==> src/rtl/instr_fetch_dispatch_if.sv <==
// ============================================================================
//  Module   : instr_fetch_dispatch_if
//  Brief    : Memory, execute-handshake and status bundle for the fetch/dispatch stage.
//  Revision : 1.0  initial release
// ============================================================================
`default_nettype none

interface instr_fetch_dispatch_if #(
    parameter int ADDR_W = 8
) ();
    logic              run;
    logic [ADDR_W-1:0] pc;
    logic              mem_rd;
    logic [ADDR_W-1:0] mem_addr;
    logic              mem_ack;
    logic [15:0]       mem_rdata;
    logic [15:0]       ir_out;
    logic              is_alu;
    logic              alu_done;
    logic              oth_done;
    logic              halted;
    logic              busy;
    logic [15:0]       retired;
    logic              wdog_err;

    modport master (
        input  run, pc, mem_ack, mem_rdata, alu_done, oth_done,
        output mem_rd, mem_addr, ir_out, is_alu, halted, busy, retired, wdog_err
    );

    modport slave (
        output run, pc, mem_ack, mem_rdata, alu_done, oth_done,
        input  mem_rd, mem_addr, ir_out, is_alu, halted, busy, retired, wdog_err
    );
endinterface

`default_nettype wire

==> src/rtl/instr_fetch_dispatch.sv <==
// ============================================================================
//  Module   : instr_fetch_dispatch
//  Brief    : Fetches one instruction, decodes its class and holds it in EXEC until
//             the owning execute FSM signals done. FETCH_WDOG_EN adds an EXEC timeout.
//  Revision : 1.0  initial release
// ============================================================================
`default_nettype none

module instr_fetch_dispatch #(
    parameter int ADDR_W  = 8,
    parameter int TIMEOUT = 64
) (
    input  logic                   clk,
    input  logic                   rst,
    instr_fetch_dispatch_if.master bus
);
    localparam logic [2:0] S_IDLE   = 3'd0;
    localparam logic [2:0] S_FETCH  = 3'd1;
    localparam logic [2:0] S_DECODE = 3'd2;
    localparam logic [2:0] S_EXEC   = 3'd3;
    localparam logic [2:0] S_RETIRE = 3'd4;
    localparam logic [2:0] S_HALT   = 3'd5;

    logic [2:0]        state_q, state_d;
    logic [15:0]       ir_q;
    logic [15:0]       ir_out_q;
    logic [ADDR_W-1:0] mem_addr_q;
    logic              mem_rd_q;
    logic              is_alu_q;
    logic              halted_q;
    logic              busy_q;
    logic [15:0]       retired_q, retired_d;
    logic              done_w;
    logic              wdog_trip_w;
    logic              fetch_entry_w;

    // Only the done of the class that owns the instruction is honoured.
    assign done_w = is_alu_q ? bus.alu_done : bus.oth_done;

`ifdef FETCH_WDOG_EN
    localparam int WD_W = ($clog2(TIMEOUT + 1) > 8) ? $clog2(TIMEOUT + 1) : 8;

    logic [WD_W-1:0] wd_cnt_q;
    logic            wdog_err_q;

    // Counter holds the number of EXEC cycles already spent; trips on the TIMEOUT-th one.
    assign wdog_trip_w = (state_q == S_EXEC) && !done_w && (wd_cnt_q == WD_W'(TIMEOUT - 1));

    always_ff @(posedge clk or posedge rst) begin
        if (rst) begin
            wd_cnt_q   <= '0;
            wdog_err_q <= 1'b0;
        end else begin
            if (state_q != S_EXEC) begin
                wd_cnt_q <= '0;
            end else begin
                wd_cnt_q <= wd_cnt_q + WD_W'(1);
            end
            if (wdog_trip_w) begin
                wdog_err_q <= 1'b1;
            end
        end
    end

    assign bus.wdog_err = wdog_err_q;
`else
    assign wdog_trip_w  = 1'b0;
    assign bus.wdog_err = 1'b0;
`endif

    always_comb begin
        state_d = state_q;
        case (state_q)
            S_IDLE, S_HALT: if (bus.run)     state_d = S_FETCH;
            S_FETCH:        if (bus.mem_ack) state_d = S_DECODE;
            S_DECODE:       state_d = (ir_q[15:12] == 4'd0) ? S_HALT : S_EXEC;
            S_EXEC: begin
                if (done_w) begin
                    state_d = S_RETIRE;
                end else if (wdog_trip_w) begin
                    state_d = S_HALT;
                end
            end
            S_RETIRE:       state_d = S_FETCH;
            default:        state_d = S_IDLE;
        endcase
    end

    assign retired_d     = (state_q == S_EXEC && done_w) ? retired_q + 16'd1 : retired_q;
    assign fetch_entry_w = (state_d == S_FETCH) && (state_q != S_FETCH);

    // All outputs are registered from the next state so they line up with the state they describe.
    always_ff @(posedge clk or posedge rst) begin
        if (rst) begin
            state_q    <= S_IDLE;
            ir_q       <= '0;
            ir_out_q   <= '0;
            mem_addr_q <= '0;
            mem_rd_q   <= 1'b0;
            is_alu_q   <= 1'b0;
            halted_q   <= 1'b0;
            busy_q     <= 1'b0;
            retired_q  <= '0;
        end else begin
            state_q   <= state_d;
            retired_q <= retired_d;
            mem_rd_q  <= (state_d == S_FETCH);
            if (fetch_entry_w) begin
                mem_addr_q <= bus.pc;
            end
            if (state_q == S_FETCH && bus.mem_ack) begin
                ir_q <= bus.mem_rdata;
            end
            ir_out_q <= (state_d == S_EXEC) ? ir_q : 16'h0000;
            is_alu_q <= (state_d == S_EXEC) && (ir_q[15:12] >= 4'd9);
            halted_q <= (state_d == S_HALT);
            busy_q   <= (state_d inside {S_FETCH, S_DECODE, S_EXEC, S_RETIRE});
        end
    end

    assign bus.mem_rd   = mem_rd_q;
    assign bus.mem_addr = mem_addr_q;
    assign bus.ir_out   = ir_out_q;
    assign bus.is_alu   = is_alu_q;
    assign bus.halted   = halted_q;
    assign bus.busy     = busy_q;
    assign bus.retired  = retired_q;
endmodule

`default_nettype wire
==> src/flat_wrapper.sv <==
// flat-port wrapper written by rule: the top's interface ports become plain ports
module instr_fetch_dispatch_flat 
#(
    parameter int ADDR_W  = 8,
    parameter int TIMEOUT = 64
)
  (clk, rst, bus_run, bus_pc, bus_mem_ack, bus_mem_rdata, bus_alu_done, bus_oth_done, bus_mem_rd, bus_mem_addr, bus_ir_out, bus_is_alu, bus_halted, bus_busy, bus_retired, bus_wdog_err);
  instr_fetch_dispatch_if #(.ADDR_W(ADDR_W)) bus_i ();
  input  logic clk;
  input  logic rst;
  input wire logic [$bits(bus_i.run)-1:0] bus_run;
  input wire logic [$bits(bus_i.pc)-1:0] bus_pc;
  input wire logic [$bits(bus_i.mem_ack)-1:0] bus_mem_ack;
  input wire logic [$bits(bus_i.mem_rdata)-1:0] bus_mem_rdata;
  input wire logic [$bits(bus_i.alu_done)-1:0] bus_alu_done;
  input wire logic [$bits(bus_i.oth_done)-1:0] bus_oth_done;
  output wire logic [$bits(bus_i.mem_rd)-1:0] bus_mem_rd;
  output wire logic [$bits(bus_i.mem_addr)-1:0] bus_mem_addr;
  output wire logic [$bits(bus_i.ir_out)-1:0] bus_ir_out;
  output wire logic [$bits(bus_i.is_alu)-1:0] bus_is_alu;
  output wire logic [$bits(bus_i.halted)-1:0] bus_halted;
  output wire logic [$bits(bus_i.busy)-1:0] bus_busy;
  output wire logic [$bits(bus_i.retired)-1:0] bus_retired;
  output wire logic [$bits(bus_i.wdog_err)-1:0] bus_wdog_err;
  assign bus_i.run = bus_run;
  assign bus_i.pc = bus_pc;
  assign bus_i.mem_ack = bus_mem_ack;
  assign bus_i.mem_rdata = bus_mem_rdata;
  assign bus_i.alu_done = bus_alu_done;
  assign bus_i.oth_done = bus_oth_done;
  assign bus_mem_rd = bus_i.mem_rd;
  assign bus_mem_addr = bus_i.mem_addr;
  assign bus_ir_out = bus_i.ir_out;
  assign bus_is_alu = bus_i.is_alu;
  assign bus_halted = bus_i.halted;
  assign bus_busy = bus_i.busy;
  assign bus_retired = bus_i.retired;
  assign bus_wdog_err = bus_i.wdog_err;
  instr_fetch_dispatch #(.ADDR_W(ADDR_W), .TIMEOUT(TIMEOUT)) u_core (.clk(clk), .rst(rst), .bus(bus_i));
endmodule
==> config.mk <==
export PLATFORM = sky130hd
export DESIGN_NAME = instr_fetch_dispatch_flat
export DESIGN_NICKNAME = d
export VERILOG_FILES = /design/src/rtl/instr_fetch_dispatch_if.sv /design/src/rtl/instr_fetch_dispatch.sv /design/src/flat_wrapper.sv
export SDC_FILE = /design/constraint.sdc
export NUM_CORES = 1
export LEC_CHECK = 0
export BUFFER_PORTS_ARGS = -buffer_cell sky130_fd_sc_hd__buf_4
export CAP_MARGIN = 20
export CORE_MARGIN = 3
export CORE_UTILIZATION = 46
export DETAILED_ROUTE_END_ITERATION = 10
export PLACE_DENSITY = 0.77
export SYNTH_ARGS = -nofsm -noshare
export SYNTH_HDL_FRONTEND = slang
export SYNTH_SLANG_ARGS = --single-unit
==> constraint.sdc <==
create_clock -name clk -period 1.7 [get_ports clk]
set_input_delay 0.17 -clock clk [delete_from_list [all_inputs] [get_ports clk]]
set_output_delay 0.17 -clock clk [all_outputs]
set_load 0.02 [all_outputs]
==> impl_metrics.yaml, run 1 <==
status:
  outcome: "completed"
pwr:
  p_leak_uw: 0.001719
  power_density_nw_per_um2: 1729
  ir_worst_vdd_uv: 892.6
floorplanning:
  initial_core_util: 0.4883
  ios: 75
  coreArea_um2: 5238
  rows: 26
  dieArea_um2: 6491
  die_w_um: 80.57
  die_h_um: 80.57
detailed_routing:
  wl_per_cell_um: 13.52
  vias: 1668
  viasPerCell: 4.793
  drc_errors: 0
  drt_iter0_markers: 68
  wirelength_um: 4704
  firstDrtPassIters: 2
  ant_nets: 0
setup_path:
  reg2reg_from: "u_core.ir_q[13]"
  startpoint_type: "flip-flop"
  required_ns: 1.92
  crit_type: "reg2reg"
  critPathTopFamily: "simple AND/OR/NAND/NOR gates"
  r2r_end: "u_core.state_q[1]"
  critPathCaptureType: "flip-flop"
  critical_path.slowest_cell: "or4_4"
  r2r_cells: 5
  path_depth: 5
  cp_max_fo: 18
  crit_buf_inv: 1
  cp.arrival_ns: 1.82
  crit_start: "u_core.ir_q[13]"
  cpPeakStageDelay_ns: 0.57
  crit_chain: "or4_4 -> nor2_4 -> nor3_4 -> buf_12 -> or2_1"
  reg2reg_slack_ns: 0.10
  worstSetupEndpoint: "u_core.state_q[1]"
place:
  hpwlAfterDp_um: 3430
  gp_congestion: 0.7875
  io_buffers: 73
  placed_area_um2: 3218
synth:
  synth-compound-area-share: 0.02202
  synth_seq_cells: 63
  synth_xor_area_frac: 0.05137
  synthFlopType: "dfrtp_1"
  synth-simple-area-share: 0.1717
  synth_top_family_by_area: "simple AND/OR/NAND/NOR gates"
  syn_nets: 213
  ys_top_cells_by_count: "dfrtp_1 (63), mux2_2 (22), and2_1 (17)"
  synthAdderAreaFrac: 0.004892
  synth_area_leaders: "dfrtp_1 (62%), mux2_2 (9.7%), and2_1 (4.2%)"
  async_flop_share: 1.000
  synth_area_per_cell_um2: 14.05
  synth_cell_types: 34
  yosysSeqAreaShare: 0.6164
  syn_inst: 182
  synth_edf_count: 0
  yosys_warnings: 0
  synth_area_um2: 2557
  synth.area.mux_share: 0.1115
  synth_top_area_share: 0.6164
  yosysMostFrequentCell: "dfrtp_1"
  synth_top_cell_by_area: "dfrtp_1"
clocking:
  cts_tree: "yes"
  clock_sinks: 63
  h-tree-depth: 3
  clk_pin_slew_ns: 0.07
  clockBufferDepth: 2
  clkLatencyLatePin_ns: 0.33
  cts_made_buffers: 9
  cts-root-buf: "clkbuf_8"
timing:
  fmax_mhz: 625.8
  hold_viol: 0
  period_share: 0.9400
  skew_ns: 0.005435
  drv_slew: 0
  final.min_clock_period_ns: 1.598
  finalSetupViolations: 0
global_routing:
  overflow: 0
  antenna_found_initial: 0
  grt_pass1_wl_um: 7748
  grt_pass1_vias: 1710
  grt_max_degree: 34
  grt_use_total: 0.1636
final_layout:
  synthToLayoutAreaGrowth_pct: 36.50
  layout.nets: 304
  fin_area_um2: 3491
  drive_above_1_share: 0.4856
  antenna_cells: 0
  fin_util: 0.6665
job:
  maxCapViolations: 0
min_path:
  min_from: "bus_pc[4]"
  hold_path_class: "in2reg"
[worst reg2reg max path: cells and delay by family (launching register included)]
| family | cells | cell delay [ns] |
|---|---|---|
| flip-flops | 1 | 0.40 |
| buffers and inverters | 1 | 0.15 |
| AND/OR/NAND/NOR | 4 | 0.94 |
[report_power, final]
part	switching, µW	total [µW]	leakage, µW	internal, µW
logic	1080	2280	0.000807	1200
registers	330	2380	0.000803	2050
clock network	562	1380	0.000109	814
[what timing repair did]
item | CTS | global route
hold buffers | 1 | 0
endpoints found under the setup margin | 0 | 17
hold endpoints to repair | 18 | 0
setup buffers | 0 | 5
gates resized for setup | 0 | 1
[area by class of cell]
| class | count | area (µm²) |
|---|---|---|
| Multi-Input combinational cell | 113 | 928.4 |
| Clock inverter | 7 | 87.58 |
| Timing Repair Buffer | 85 | 678.2 |
| Inverter | 1 | 7.507 |
| Fill cell | 398 | 1747 |
| Tap cell | 70 | 87.58 |
| Sequential cell | 63 | 1578 |
| Clock buffer | 9 | 123.9 |
[cell usage in the layout, fill, tap and decap left out, types with 3 or more instances in the layout]
cell type,instances
and2_1,17
and4_1,3
buf_12,3
buf_4,81
clkbuf_8,9
clkinv_2,4
dfrtp_1,62
mux2_2,22
nand2_1,11
nand2b_1,3
nand3_1,7
nor2_1,6
nor2_4,3
xnor2_1,11
xor2_1,4
[registers in the layout, indices dropped and copies added, names as in the netlist]
register and flops:
u_core.bus.mem_rd 1, u_core.ir_q 16, u_core.bus.retired 16, u_core.state_q 3
u_core.bus.is_alu 1, u_core.bus.busy 1, u_core.bus.ir_out 16, u_core.bus.mem_addr 8
u_core.bus.halted 1
[metrics by stage]
| step | setup slack (ns) | hold slack [ns] | total power (µW) | instances | setup TNS, ns |
|---|---|---|---|---|---|
| finish | 0.1019 | 0.05142 | 6037 | 348 | 0 |
| global placement | 0.09475 | 0.2098 | 4554 | 326 | 0 |
| CTS | 0.02776 | 0.03795 | 6023 | 343 | 0 |
| detailed placement | 0.05819 | 0.2130 | 4632 | 326 | 0 |
| floorplan | 0.1683 | 0.2950 | 3820 | 182 | 0 |
| global route | -0.01548 | 0.03758 | 6424 | 348 | -0.02008 |
[metal layers]
layer,GRT usage,share of wire
met1,0.1843,0.38
met2,0.2591,0.49
met3,0.06726,0.097
met4,0.09628,0.025
met5,0,0
[cell families after synthesis]
logic type      after synthesis
mux                          25
flops                        63
buf+inv                       6
other cells                   1
xor+xnor                     15
fa+ha+maj                     1
compound gates                8
simple gates                 63
[worst min-delay path by stage]
stage                        endpoint  slack (ns)  cells past startpoint
2_1_floorplan         u_core.bus.busy        0.29                      1
3_3_place_gp    u_core.bus.ir_out[13]        0.21                      2
3_5_place_dp    u_core.bus.ir_out[12]        0.21                      2
4_1_cts        u_core.bus.mem_addr[4]        0.04                      2
5_1_grt        u_core.bus.mem_addr[5]        0.04                      2
6_report       u_core.bus.mem_addr[4]        0.05                      2
No activity file was read; power rests on OpenSTA's default activity.
==> run 2, diff against run 1 <==
RECOVER_POWER = 50   (was unset)
==> run 2 against run 1 <==
Against the previous run: register-to-register slack hardly changed; highest routed layer unchanged; global-route usage stayed put; critical path depth stayed put; sequential share of layout area is 1.1 points higher; hold slack better by 0.0072 ns; clock power hardly changed; critical path type unchanged; clock-buffer cell count stayed put; non-clock buffer count stayed put.
==> impl_metrics.yaml, run 2 (synthesized netlist as in run 1, its figures left out) <==
timing:
  final.min_clock_period_ns: 1.600
  hold_viol: 0
  skew_ns: 0.005241
  maxSlewHeadroom: 0.4078
  fmax_mhz: 625.1
  finalSetupViolations: 0
  period_share: 0.9410
  worstMarginPinSlew_ns: 0.8834
  drv_slew: 0
global_routing:
  grt_pass1_wl_um: 7748
  grt_max_degree: 34
  grt_use_total: 0.1636
  antenna_found_initial: 0
  overflow: 0
  grt_pass1_vias: 1710
place:
  gp_congestion: 0.7875
  dp.cells: 326
  hpwlAfterDp_um: 3430
  io_buffers: 73
floorplanning:
  die_w_um: 80.57
  coreArea_um2: 5238
  ios: 75
  initial_core_util: 0.4883
  dieArea_um2: 6491
  die_h_um: 80.57
  rows: 26
clocking:
  clock_sinks: 63
  cts_tree: "yes"
  cts_made_buffers: 9
  cts-root-buf: "clkbuf_8"
  clkLatencyLatePin_ns: 0.33
  h-tree-depth: 3
  clk_pin_slew_ns: 0.07
  clockBufferDepth: 2
pwr:
  p_total_uw: 5868
  p_leak_uw: 0.001633
  power_density_nw_per_um2: 1722
  ir_worst_vdd_uv: 879.8
final_layout:
  layout.nets: 304
  multi_input_area_um2: 928.4
  final_cells: 348
  mostFrequentLayoutCells: "dfrtp_1 (62), buf_4 (58), mux2_2 (22)"
  drive_above_1_share: 0.4101
  fillCellCount: 427
  final_common_cell: "dfrtp_1"
  antenna_cells: 0
  regArea_um2: 1578
  synthToLayoutAreaGrowth_pct: 33.22
setup_path:
  required_ns: 1.91
  cp.arrival_ns: 1.81
  crit_start: "u_core.ir_q[13]"
  critPathCaptureType: "flip-flop"
  cp_max_fo: 18
  crit_chain: "or4_4 -> nor2_4 -> nor3_4 -> buf_12 -> or2_1"
  startpoint_type: "flip-flop"
  reg2reg_from: "u_core.ir_q[13]"
  critical_path.slowest_cell: "or4_4"
  crit_type: "reg2reg"
  cpPeakStageDelay_ns: 0.57
status:
  outcome: "completed"
detailed_routing:
  firstDrtPassIters: 4
  wl_per_cell_um: 13.54
  ant_nets: 0
  drt_iter0_markers: 69
  viasPerCell: 4.779
  drc_errors: 0
  vias: 1663
  wirelength_um: 4711
min_path:
  hold_path_class: "in2reg"
  min_from: "bus_pc[4]"
job:
  maxCapViolations: 0
==> run 2: cell count changes in the layout (fill, tap and decap cells not counted), sizes merged <==
| cell | delta |
|---|---|
| buf | -23 |
| clkbuf | +23 |
==> run 2: critical path, delay by kind of cell (launching register included) <==
family / cells / cell delay [ns]
flops: 1 / 0.40
buf+inv: 1 / 0.15
simple gates: 4 / 0.94
==> run 2: area by class of cell <==
cell class	count	area share
flip-flops and latches	63	0.4631
clock inverters	7	0.02571
repair buffers	85	0.1752
well taps	70	0.02571
inverters	1	0.001469
multi-input cells	113	0.2725
clock buffers	9	0.03636
==> run 2: per-layer routing <==
| layer | share of wire | track usage | up-vias |
|---|---|---|---|
| li1 | - | - | 797 |
| met1 | 0.39 | 0.1843 | 809 |
| met2 | 0.50 | 0.2591 | 51 |
| met3 | 0.089 | 0.06726 | 6 |
| met4 | 0.016 | 0.09628 | 0 |
| met5 | 0 | 0 | - |
==> run 2: where the power goes <==
part	total, µW	internal (µW)	switching [µW]
logic	2130	1040	1080
registers	2380	2050	329
clock network	1370	814	553
==> run 2: timing repair <==
action / CTS / global route
hold buffers: 1 / 0
gates resized for setup: 0 / 1
endpoints found under the setup margin: 0 / 17
endpoints found under the hold margin: 18 / 0
buffers inserted: 0 / 5
==> run 2: stage by stage <==
stage / cell area [µm²] / hold WS, ns / setup slack, ns / utilization / TNS, ns
6_report: 3407 / 0.05863 / 0.1003 / 0.6505 / 0
2_1_floorplan: 2561 / 0.2950 / 0.1683 / - / 0
5_1_grt: 3407 / 0.03758 / -0.01548 / 0.6505 / -0.02008
3_5_place_dp: 3218 / 0.2130 / 0.05819 / 0.6144 / 0
4_1_cts: 3440 / 0.03795 / 0.02776 / 0.6567 / 0
3_3_place_gp: 3218 / 0.2098 / 0.09475 / 0.6144 / 0
==> run 2: worst paths after layout <==
path | to | slack, ns | cells after the start
max | u_core.state_q[1] | 0.10 | 5
min | u_core.bus.mem_addr[4] | 0.06 | 2
max reg2reg | u_core.state_q[1] | 0.10 | 5
min reg2reg | u_core.bus.retired[15] | 0.47 | 1
max in group asynchronous | u_core.ir_q[8] | 0.40 | 4
min in group asynchronous | u_core.bus.ir_out[3] | 0.56 | 3
==> run 3, diff against run 2 <==
CORE_MARGIN = 5   (was 3)
==> run 3 against run 2 <==
Against the previous run: combinational power fell by 5%; global-route usage down 2.0 points; design area down 3.3%; sequential share of layout area rose by 1.6 points; hold slack improved by 0.0024 ns; largest cell class unchanged; setup slack worse by 0.012 ns; power is 3.9% lower; clock power is 8% lower; die area increased by 10%; sequential cell count is the same; largest power group unchanged.
==> impl_metrics.yaml, run 3 (synthesized netlist as in run 1, its figures left out) <==
status:
  outcome: "completed"
setup_path:
  required_ns: 1.92
  crit_chain: "or4_4 -> nor2_4 -> nor3_4 -> buf_12 -> or2_1"
  cp.arrival_ns: 1.83
  r2r_end: "u_core.state_q[1]"
  path_depth: 5
  crit_start: "u_core.ir_q[13]"
  startpoint_type: "flip-flop"
  reg2reg_from: "u_core.ir_q[13]"
  cp_max_fo: 18
  cpPeakStageDelay_ns: 0.58
  r2r_cells: 5
  critical_path.slowest_cell: "or4_4"
  critPathTopFamily: "simple AND/OR/NAND/NOR gates"
  crit_buf_inv: 1
  critPathCaptureType: "flip-flop"
  reg2reg_slack_ns: 0.09
  crit_type: "reg2reg"
  worstSetupEndpoint: "u_core.state_q[1]"
min_path:
  hold_path_class: "in2reg"
timing:
  whs_ns: 0.06099
  drv_slew: 0
  skew_ns: 0.01186
  finalSetupViolations: 0
  maxSlewHeadroom: 0.3583
  hold_viol: 0
  fmax_mhz: 620.5
  period_share: 0.9480
  worstMarginPinSlew_ns: 0.9573
  rsz0062_at_grt: "false"
  fin_ws_ns: 0.08835
  finalSetupTns_ns: 0
  final.min_clock_period_ns: 1.612
final_layout:
  antenna_cells: 0
  fillCellCount: 468
  regArea_um2: 1578
  final_common_cell: "dfrtp_1"
  mostFrequentLayoutCells: "dfrtp_1 (62), buf_4 (39), clkbuf_1 (36)"
  multi_input_area_um2: 928.4
  drive_above_1_share: 0.3443
  layout.nets: 299
  synthToLayoutAreaGrowth_pct: 28.86
  fin_util: 0.6059
floorplanning:
  coreArea_um2: 5439
  dieArea_um2: 7151
  die_h_um: 84.57
  ios: 75
  die_w_um: 84.57
  initial_core_util: 0.4702
  rows: 27
clocking:
  clk_pin_slew_ns: 0.07
  cts_tree: "yes"
  cts_made_buffers: 9
  clock_sinks: 63
  clockBufferDepth: 2
  cts-root-buf: "clkbuf_8"
  h-tree-depth: 3
  clkLatencyLatePin_ns: 0.33
global_routing:
  grt_use_total: 0.1440
  grt_pass1_vias: 1703
  grt_max_degree: 43
  overflow: 0
  grt_pass1_wl_um: 8155
  antenna_found_initial: 0
detailed_routing:
  vias: 1655
  viasPerCell: 4.797
  wl_per_cell_um: 13.74
  firstDrtPassIters: 4
  ant_nets: 0
  wirelength_um: 4741
  drc_errors: 0
  drt_iter0_markers: 44
place:
  hpwlAfterDp_um: 3446
  io_buffers: 73
  pre_cts_slack_ns: 0.06198
  gp_congestion: 0.6875
pwr:
  p_total_uw: 5639
  p_leak_uw: 0.001536
  ir_worst_vdd_uv: 880.8
  power_density_nw_per_um2: 1711
job:
  maxCapViolations: 0
run 3: cell count changes in the layout (fill, tap and decap cells not counted), sizes merged:
cell and change:
bufinv -1, clkbuf +14, clkinv +1, buf -19
run 3: layout make-up:
class | count | share of cell area
clock buffers | 9 | 0.03759
clock inverters | 7 | 0.02240
inverters | 1 | 0.001519
multi-input cells | 113 | 0.2817
flip-flops and latches | 63 | 0.4787
well taps | 72 | 0.02733
repair buffers | 80 | 0.1507
run 3: power by group:
group	switching, µW	internal, µW	total [µW]
registers	314	2050	2360
clock network	582	678	1260
logic	1090	927	2020
total	1990	3650	5640
run 3: worst reg2reg max path: stages, from the launching register on:
cell	delay, ns
dfrtp_1	0.41
or4_4	0.58
nor2_4	0.12
nor3_4	0.05
buf_12	0.15
or2_1	0.20
run 3: timing repair:
action                                  4_1_cts  5_1_grt
endpoints found under the hold margin        21        0
setup buffers                                 0        1
endpoints found under the setup margin        0       32
hold buffers                                  1        0
gates resized for setup                       0        1
run 3: how the worst min path moves through the flow:
stage                            from                endpoint  slack [ns]  cells after the start
CTS                         bus_pc[4]  u_core.bus.mem_addr[4]        0.05                      2
global placement                  rst    u_core.bus.ir_out[4]        0.22                      2
detailed placement                rst    u_core.bus.ir_out[4]        0.23                      2
global route        bus_mem_rdata[13]         u_core.ir_q[13]        0.05                      2
floorplan                         rst         u_core.bus.busy        0.29                      1
finish                      bus_pc[4]  u_core.bus.mem_addr[4]        0.06                      2
run 3: metal layers:
layer | wire length [µm] | GRT usage | vias to the layer above
met3 | 405 | 0.06183 | 11
li1 | - | - | 793
met2 | 2247 | 0.2164 | 52
met4 | 109 | 0.06906 | 0
met1 | 1978 | 0.1787 | 799
met5 | 0 | 0 | -
run 3: per-stage QoR:
step           instances  area (µm²)
6_report             345        3296
5_1_grt              345        3296
4_1_cts              344        3421
3_5_place_dp         327        3213
3_3_place_gp         327        3213
2_1_floorplan        182        2561
